File: src/rtl/clock_set_ctrl_if.sv
// Button, time-counter and display signals of the clock-setting controller.
// The slave modport is the controller; master is the surrounding system.
interface clock_set_ctrl_if;
    logic       btn_mode;
    logic       btn_inc;
    logic [5:0] cur_mins;
    logic [4:0] cur_hrs;
    logic       run_en;
    logic       load;
    logic [5:0] load_mins;
    logic [4:0] load_hrs;
    logic [5:0] disp_mins;
    logic [4:0] disp_hrs;
    logic [1:0] mode;
    logic [3:0] digit_blank;

    modport master (
        output btn_mode, btn_inc, cur_mins, cur_hrs,
        input  run_en, load, load_mins, load_hrs,
        input  disp_mins, disp_hrs, mode, digit_blank
    );

    modport slave (
        input  btn_mode, btn_inc, cur_mins, cur_hrs,
        output run_en, load, load_mins, load_hrs,
        output disp_mins, disp_hrs, mode, digit_blank
    );
endinterface

File: src/rtl/clock_set_ctrl.sv
// Clock-setting controller: debounced mode/inc buttons drive a RUN -> SET_HRS ->
// SET_MINS edit cycle that loads the time counter and blinks the digits being edited.
//
// state        | meaning
// -------------+--------------------------------------------------------------
// ST_RUN       | time counter free-running, display shows cur_*
// ST_SET_HRS   | editing hours, hours digits blink, counter halted
// ST_SET_MINS  | editing minutes, minutes digits blink, counter halted
// ST_BAD       | unused encoding, falls back to ST_RUN without a load
module clock_set_ctrl #(
    parameter int DB_CYCLES = 1_000_000,
    parameter int BLINK_DIV = 25_000_000
) (
    input logic             clk,
    input logic             reset,
    clock_set_ctrl_if.slave bus
);

    localparam int DB_W = (DB_CYCLES > 1) ? $clog2(DB_CYCLES) : 1;
    localparam int BL_W = (BLINK_DIV > 1) ? $clog2(BLINK_DIV) : 1;
    localparam logic [DB_W-1:0] DB_TC = DB_W'(DB_CYCLES - 1);
    localparam logic [BL_W-1:0] BL_TC = BL_W'(BLINK_DIV - 1);

    typedef enum logic [1:0] {
        ST_RUN      = 2'd0,
        ST_SET_HRS  = 2'd1,
        ST_SET_MINS = 2'd2,
        ST_BAD      = 2'd3
    } state_t;

    // Index 0 is the mode button, index 1 the increment button.
    logic [1:0]      raw_btn;
    logic [1:0]      sync_a;
    logic [1:0]      sync_b;
    logic [1:0]      accepted;
    logic [1:0]      accepted_q;
    logic [DB_W-1:0] db_cnt [2];
    logic            press_mode;
    logic            press_inc;

    state_t          state;
    logic            run_en_r;
    logic            load_r;
    logic [4:0]      hrs_r;
    logic [5:0]      mins_r;
    logic [BL_W-1:0] blink_cnt;
    logic            blink_blank;

    logic [4:0]      hrs_cap;
    logic [5:0]      mins_cap;
    logic [4:0]      hrs_next;
    logic [5:0]      mins_next;
    logic [BL_W-1:0] blink_cnt_tick;
    logic            blink_blank_tick;
    logic [3:0]      blank_mask;
    logic            editing;

    assign raw_btn = {bus.btn_inc, bus.btn_mode};

    always_ff @(posedge clk or posedge reset) begin
        if (reset) begin
            sync_a     <= '0;
            sync_b     <= '0;
            accepted   <= '0;
            accepted_q <= '0;
            for (int i = 0; i < 2; i++) begin
                db_cnt[i] <= '0;
            end
        end else begin
            sync_a     <= raw_btn;
            sync_b     <= sync_a;
            accepted_q <= accepted;
            for (int i = 0; i < 2; i++) begin
                if (sync_b[i] == accepted[i]) begin
                    db_cnt[i] <= '0;
                end else if (db_cnt[i] == DB_TC) begin
                    accepted[i] <= sync_b[i];
                    db_cnt[i]   <= '0;
                end else begin
                    db_cnt[i] <= db_cnt[i] + DB_W'(1);
                end
            end
        end
    end

    assign press_mode = accepted[0] & ~accepted_q[0];
    assign press_inc  = accepted[1] & ~accepted_q[1];

    // Out-of-range captures from the time counter are edited from zero.
    assign hrs_cap   = (bus.cur_hrs  > 5'd23) ? 5'd0 : bus.cur_hrs;
    assign mins_cap  = (bus.cur_mins > 6'd59) ? 6'd0 : bus.cur_mins;
    assign hrs_next  = (hrs_r  == 5'd23) ? 5'd0 : hrs_r  + 5'd1;
    assign mins_next = (mins_r == 6'd59) ? 6'd0 : mins_r + 6'd1;

    always_comb begin
        blink_cnt_tick   = blink_cnt + BL_W'(1);
        blink_blank_tick = blink_blank;
        if (blink_cnt == BL_TC) begin
            blink_cnt_tick   = '0;
            blink_blank_tick = ~blink_blank;
        end
    end

    // A mode press is checked first in every state, so a coincident inc press is dropped.
    always_ff @(posedge clk or posedge reset) begin
        if (reset) begin
            state       <= ST_RUN;
            run_en_r    <= 1'b1;
            load_r      <= 1'b0;
            hrs_r       <= '0;
            mins_r      <= '0;
            blink_cnt   <= '0;
            blink_blank <= 1'b0;
        end else begin
            load_r <= 1'b0;
            case (state)
                ST_RUN: begin
                    run_en_r    <= 1'b1;
                    blink_cnt   <= '0;
                    blink_blank <= 1'b0;
                    if (press_mode) begin
                        state    <= ST_SET_HRS;
                        run_en_r <= 1'b0;
                        hrs_r    <= hrs_cap;
                        mins_r   <= mins_cap;
                    end
                end
                ST_SET_HRS: begin
                    if (press_mode) begin
                        state       <= ST_SET_MINS;
                        blink_cnt   <= '0;
                        blink_blank <= 1'b0;
                    end else if (press_inc) begin
                        hrs_r       <= hrs_next;
                        blink_cnt   <= '0;
                        blink_blank <= 1'b0;
                    end else begin
                        blink_cnt   <= blink_cnt_tick;
                        blink_blank <= blink_blank_tick;
                    end
                end
                ST_SET_MINS: begin
                    if (press_mode) begin
                        state       <= ST_RUN;
                        load_r      <= 1'b1;
                        run_en_r    <= 1'b1;
                        blink_cnt   <= '0;
                        blink_blank <= 1'b0;
                    end else if (press_inc) begin
                        mins_r      <= mins_next;
                        blink_cnt   <= '0;
                        blink_blank <= 1'b0;
                    end else begin
                        blink_cnt   <= blink_cnt_tick;
                        blink_blank <= blink_blank_tick;
                    end
                end
                default: begin
                    state       <= ST_RUN;
                    run_en_r    <= 1'b1;
                    blink_cnt   <= '0;
                    blink_blank <= 1'b0;
                end
            endcase
        end
    end

    always_comb begin
        blank_mask = 4'b0000;
        if (blink_blank) begin
            case (state)
                ST_SET_HRS:  blank_mask = 4'b1100;
                ST_SET_MINS: blank_mask = 4'b0011;
                default:     blank_mask = 4'b0000;
            endcase
        end
    end

    assign editing = (state == ST_SET_HRS) || (state == ST_SET_MINS);

    assign bus.run_en      = run_en_r;
    assign bus.load        = load_r;
    assign bus.load_mins   = mins_r;
    assign bus.load_hrs    = hrs_r;
    assign bus.disp_mins   = editing ? mins_r : bus.cur_mins;
    assign bus.disp_hrs    = editing ? hrs_r  : bus.cur_hrs;
    assign bus.mode        = state;
    assign bus.digit_blank = blank_mask;

endmodule

File: src/flat_wrapper.sv
// flat-port wrapper written by rule: the top's interface ports become plain ports
module clock_set_ctrl_flat 
#(
    parameter int DB_CYCLES = 1_000_000,
    parameter int BLINK_DIV = 25_000_000
)
  (clk, reset, bus_btn_mode, bus_btn_inc, bus_cur_mins, bus_cur_hrs, bus_run_en, bus_load, bus_load_mins, bus_load_hrs, bus_disp_mins, bus_disp_hrs, bus_mode, bus_digit_blank);
  clock_set_ctrl_if bus_i ();
  input logic clk;
  input logic reset;
  input wire logic [$bits(bus_i.btn_mode)-1:0] bus_btn_mode;
  input wire logic [$bits(bus_i.btn_inc)-1:0] bus_btn_inc;
  input wire logic [$bits(bus_i.cur_mins)-1:0] bus_cur_mins;
  input wire logic [$bits(bus_i.cur_hrs)-1:0] bus_cur_hrs;
  output wire logic [$bits(bus_i.run_en)-1:0] bus_run_en;
  output wire logic [$bits(bus_i.load)-1:0] bus_load;
  output wire logic [$bits(bus_i.load_mins)-1:0] bus_load_mins;
  output wire logic [$bits(bus_i.load_hrs)-1:0] bus_load_hrs;
  output wire logic [$bits(bus_i.disp_mins)-1:0] bus_disp_mins;
  output wire logic [$bits(bus_i.disp_hrs)-1:0] bus_disp_hrs;
  output wire logic [$bits(bus_i.mode)-1:0] bus_mode;
  output wire logic [$bits(bus_i.digit_blank)-1:0] bus_digit_blank;
  assign bus_i.btn_mode = bus_btn_mode;
  assign bus_i.btn_inc = bus_btn_inc;
  assign bus_i.cur_mins = bus_cur_mins;
  assign bus_i.cur_hrs = bus_cur_hrs;
  assign bus_run_en = bus_i.run_en;
  assign bus_load = bus_i.load;
  assign bus_load_mins = bus_i.load_mins;
  assign bus_load_hrs = bus_i.load_hrs;
  assign bus_disp_mins = bus_i.disp_mins;
  assign bus_disp_hrs = bus_i.disp_hrs;
  assign bus_mode = bus_i.mode;
  assign bus_digit_blank = bus_i.digit_blank;
  clock_set_ctrl #(.DB_CYCLES(DB_CYCLES), .BLINK_DIV(BLINK_DIV)) u_core (.clk(clk), .reset(reset), .bus(bus_i));
endmodule
File: config.mk
export PLATFORM = sky130hd
export DESIGN_NAME = clock_set_ctrl_flat
export DESIGN_NICKNAME = d
export VERILOG_FILES = /design/src/rtl/clock_set_ctrl_if.sv /design/src/rtl/clock_set_ctrl.sv /design/src/flat_wrapper.sv
export SDC_FILE = /design/constraint.sdc
export NUM_CORES = 1
export LEC_CHECK = 0
export ABC_AREA = 1
export ABC_CLOCK_PERIOD_IN_PS = 5400
export BUFFER_PORTS_ARGS = -buffer_cell sky130_fd_sc_hd__buf_2
export CORE_MARGIN = 4
export CORE_UTILIZATION = 35
export DETAILED_ROUTE_END_ITERATION = 10
export PLACE_DENSITY_LB_ADDON = 0.08
export SLEW_MARGIN = 20
export SYNTH_ARGS = -nofsm -noshare
export SYNTH_HDL_FRONTEND = slang
export SYNTH_SLANG_ARGS = --single-unit
File: constraint.sdc
create_clock -name clk -period 5.4 [get_ports clk]
set_input_delay 1.08 -clock clk [delete_from_list [all_inputs] [get_ports clk]]
set_output_delay 1.08 -clock clk [all_outputs]
set_load 0.05 [all_outputs]
==> impl_results.md <==
- Worst clock skew: 0.006575 ns
- Tcrit/Tclk final: 0.6032
- Antenna-violating nets left: 0
- Post-synthesis cell count: 747
- Root Driver: clkbuf_16
- Commonest non-fill, non-tap cell in the layout: nand2_1
- Worst-path clk slew: 0.06 ns
- Ys Warns: 0
- Cell area after layout: 0.005906 sq mm
- Drt initial violations: 254
- Hpwl dp: 9104 um
- Initial DRT Pass Iterations: 5
- Worst Path Arrival: 2.18 ns
- Max Buffers Root-to-Sink: 2
- Setup-failing EPs final: 0
- Largest net degree at the start of global routing: 58
- RSZ-0062 raised after global routing: false
- CTS tree: done
- Nets@finish: 817
- Max cap viols: 0
- DRT Wirelength: 12,110 um
- H-tree levels: 3
- Io pins: 45
- Vias: 4,658
- First-pass GRT wire length: 20,720 um
- DR WL/cell: 12.34 um
- Achievable Freq: 307.0 MHz
- Pwr Density: 231.6 mW/mm^2
- Die width: 130.0 um
- Syn-to-layout area delta: 13.30%
- Slack of the critical path: 2.143 ns
- Share of layout cells above drive strength 1: 0.09536
- Die height: 130.0 um
- Crit start category: flop
- Port bufs: 44
- Resized cells post-CTS: 0
- Actual slew at the worst max-slew pin: 0.6970 ns
- Critical Path RT: 4.32 ns
- Static leakage: 2.713 nW
- Status: completed
- Hold violation count in the final report: 0
- Critical path peak fanout: 22
- Post-synth cell types: 32
- Post-layout minimum cycle time: 3.257 ns
- Gr usage total: 0.1518
- # Post-CTS Setup Buffers: 0
- Post-layout util: 0.4063
- Max-slew headroom: 0.5354
- Max-slew violation count: 0
- CORE AREA: 0.01453 sq mm
- Num CTS Buffers: 9
- Sequential area share after synthesis: 0.4275
- Pre-CTS setup slack: 2.502 ns
- RD Place Congestion: 0.8382
- Worst hold path type: reg2reg
- Die area: 0.01691 sq mm
- Hold-fix buffers, CTS: 0
- Initial antenna violation count: 0
- Yosys reg bits: 89
- Vias per inst: 4.748
- Kind of critical path: reg2out
- Vias in the first global route: 4,411
- N_diodes: 0
- Clock sinks: 89
- DR DRC count: 0
- Synthesized area per cell: 6.978 sq um
- Grt ovf: 0
- Mapped Area: 0.005212 sq mm
- Row Count: 44
- Skew-Pair Late Insertion Delay: 0.34 ns
- Initial Utilization: 0.3586
- TNS Setup: 0 ns
- Commonest cells after routing, fill and taps aside: 190 x nand2_1, 165 x nor2_1, 95 x inv_1, 88 x dfrtp_1, 49 x nand3_1
- Peak supply drop: 0.1326 mV
- Syn nets: 772
- Crit path capture type: output pin
- Placed Area: 0.005608 sq mm
## power by group
part	switching, mW	internal (mW)
Clock	0.259	0.371
Sequential	0.00408	0.672
Combinational	0.0469	0.0155
## cell families after synthesis
family	Yosys count	synth area share
mux	1	0.002160
fa+ha+maj	10	0.02400
flops	89	0.4275
compound gates	58	0.05761
xor+xnor	24	0.04033
buf+inv	110	0.08377
simple gates	455	0.3646
## worst max-delay path, cell delays in order, from the launching register on
cell and delay, ns:
dfrtp_1 0.41, inv_1 0.10, ha_1 0.70, mux2_2 0.40
buf_2 0.21
## metal layers
layer	up-vias	routed length (um)	GRT usage
met2	92	5478	0.2396
met1	2127	5940	0.2102
li1	2422	-	-
met3	17	482	0.02415
met5	-	0	0
met4	0	208	0.05746
## sequential cells by signal, indices dropped and copies added, names as in the netlist
signal	count
u_core.accepted	2
u_core.sync_a	2
u_core.bus.load_hrs	5
u_core.blink_cnt	25
u_core.bus.load_mins	6
u_core.db_cnt	40
u_core.blink_blank	1
u_core.bus.load	1
u_core.bus.mode	2
u_core.accepted_q	2
u_core.bus.run_en	1
u_core.sync_b	2
## Yosys cell counts, drive strengths merged
library cell	instances	share of area
o31ai	1	0.0014
mux2	1	0.0022
dfrtp	88	0.42
buf	8	0.010
dfstp	1	0.0050
clkbuf	3	0.0022
nand3b	2	0.0029
xnor2	7	0.012
inv	98	0.071
o211ai	1	0.0014
and2	1	0.0012
nor2	173	0.13
clkinv	1	0.00072
nor3b	2	0.0029
nand3	51	0.051
ha	10	0.024
nor3	20	0.021
a21oi	21	0.020
xor2	17	0.029
nand2	191	0.14
nand4	15	0.018
a31oi	1	0.0012
o22ai	3	0.0036
o21ai	31	0.030
## through the flow
stage | instances | power, mW | hold WS [ns]
floorplan | 747 | 0.7317 | 0.3312
global placement | 965 | 0.7516 | 0.3381
detailed placement | 965 | 0.7528 | 0.3426
CTS | 981 | 1.392 | 0.3567
global route | 981 | 1.424 | 0.3648
finish | 981 | 1.368 | 0.3531
## layout make-up
class | instances | area, sq um
fillers | 1549 | 8628
multi-input cells | 548 | 2555
flip-flops and latches | 89 | 2228
inverters | 99 | 374.1
clock buffers | 13 | 250.2
well taps | 184 | 230.2
repair buffers | 45 | 227.7
clock inverters | 3 | 40.04
## worst paths after layout
kind | startpoint | end | slack (ns) | depth (start not counted)
max | u_core.bus.mode[1]$_DFFE_PP0P_ | bus_disp_mins[0] | 2.14 | 4
min | u_core.sync_a[0]$_DFF_PP0_ | u_core.sync_b[0]$_DFF_PP0_ | 0.35 | 0
max reg2reg | u_core.bus.mode[1]$_DFFE_PP0P_ | u_core.blink_cnt[12]$_DFF_PP0_ | 3.10 | 6
min reg2reg | u_core.sync_a[0]$_DFF_PP0_ | u_core.sync_b[0]$_DFF_PP0_ | 0.35 | 0
max in group asynchronous | reset | u_core.blink_cnt[17]$_DFF_PP0_ | 3.62 | 3
min in group asynchronous | reset | u_core.db_cnt[37]$_DFF_PP0_ | 0.86 | 2
Note: power is estimated with default switching activity, not from simulation.
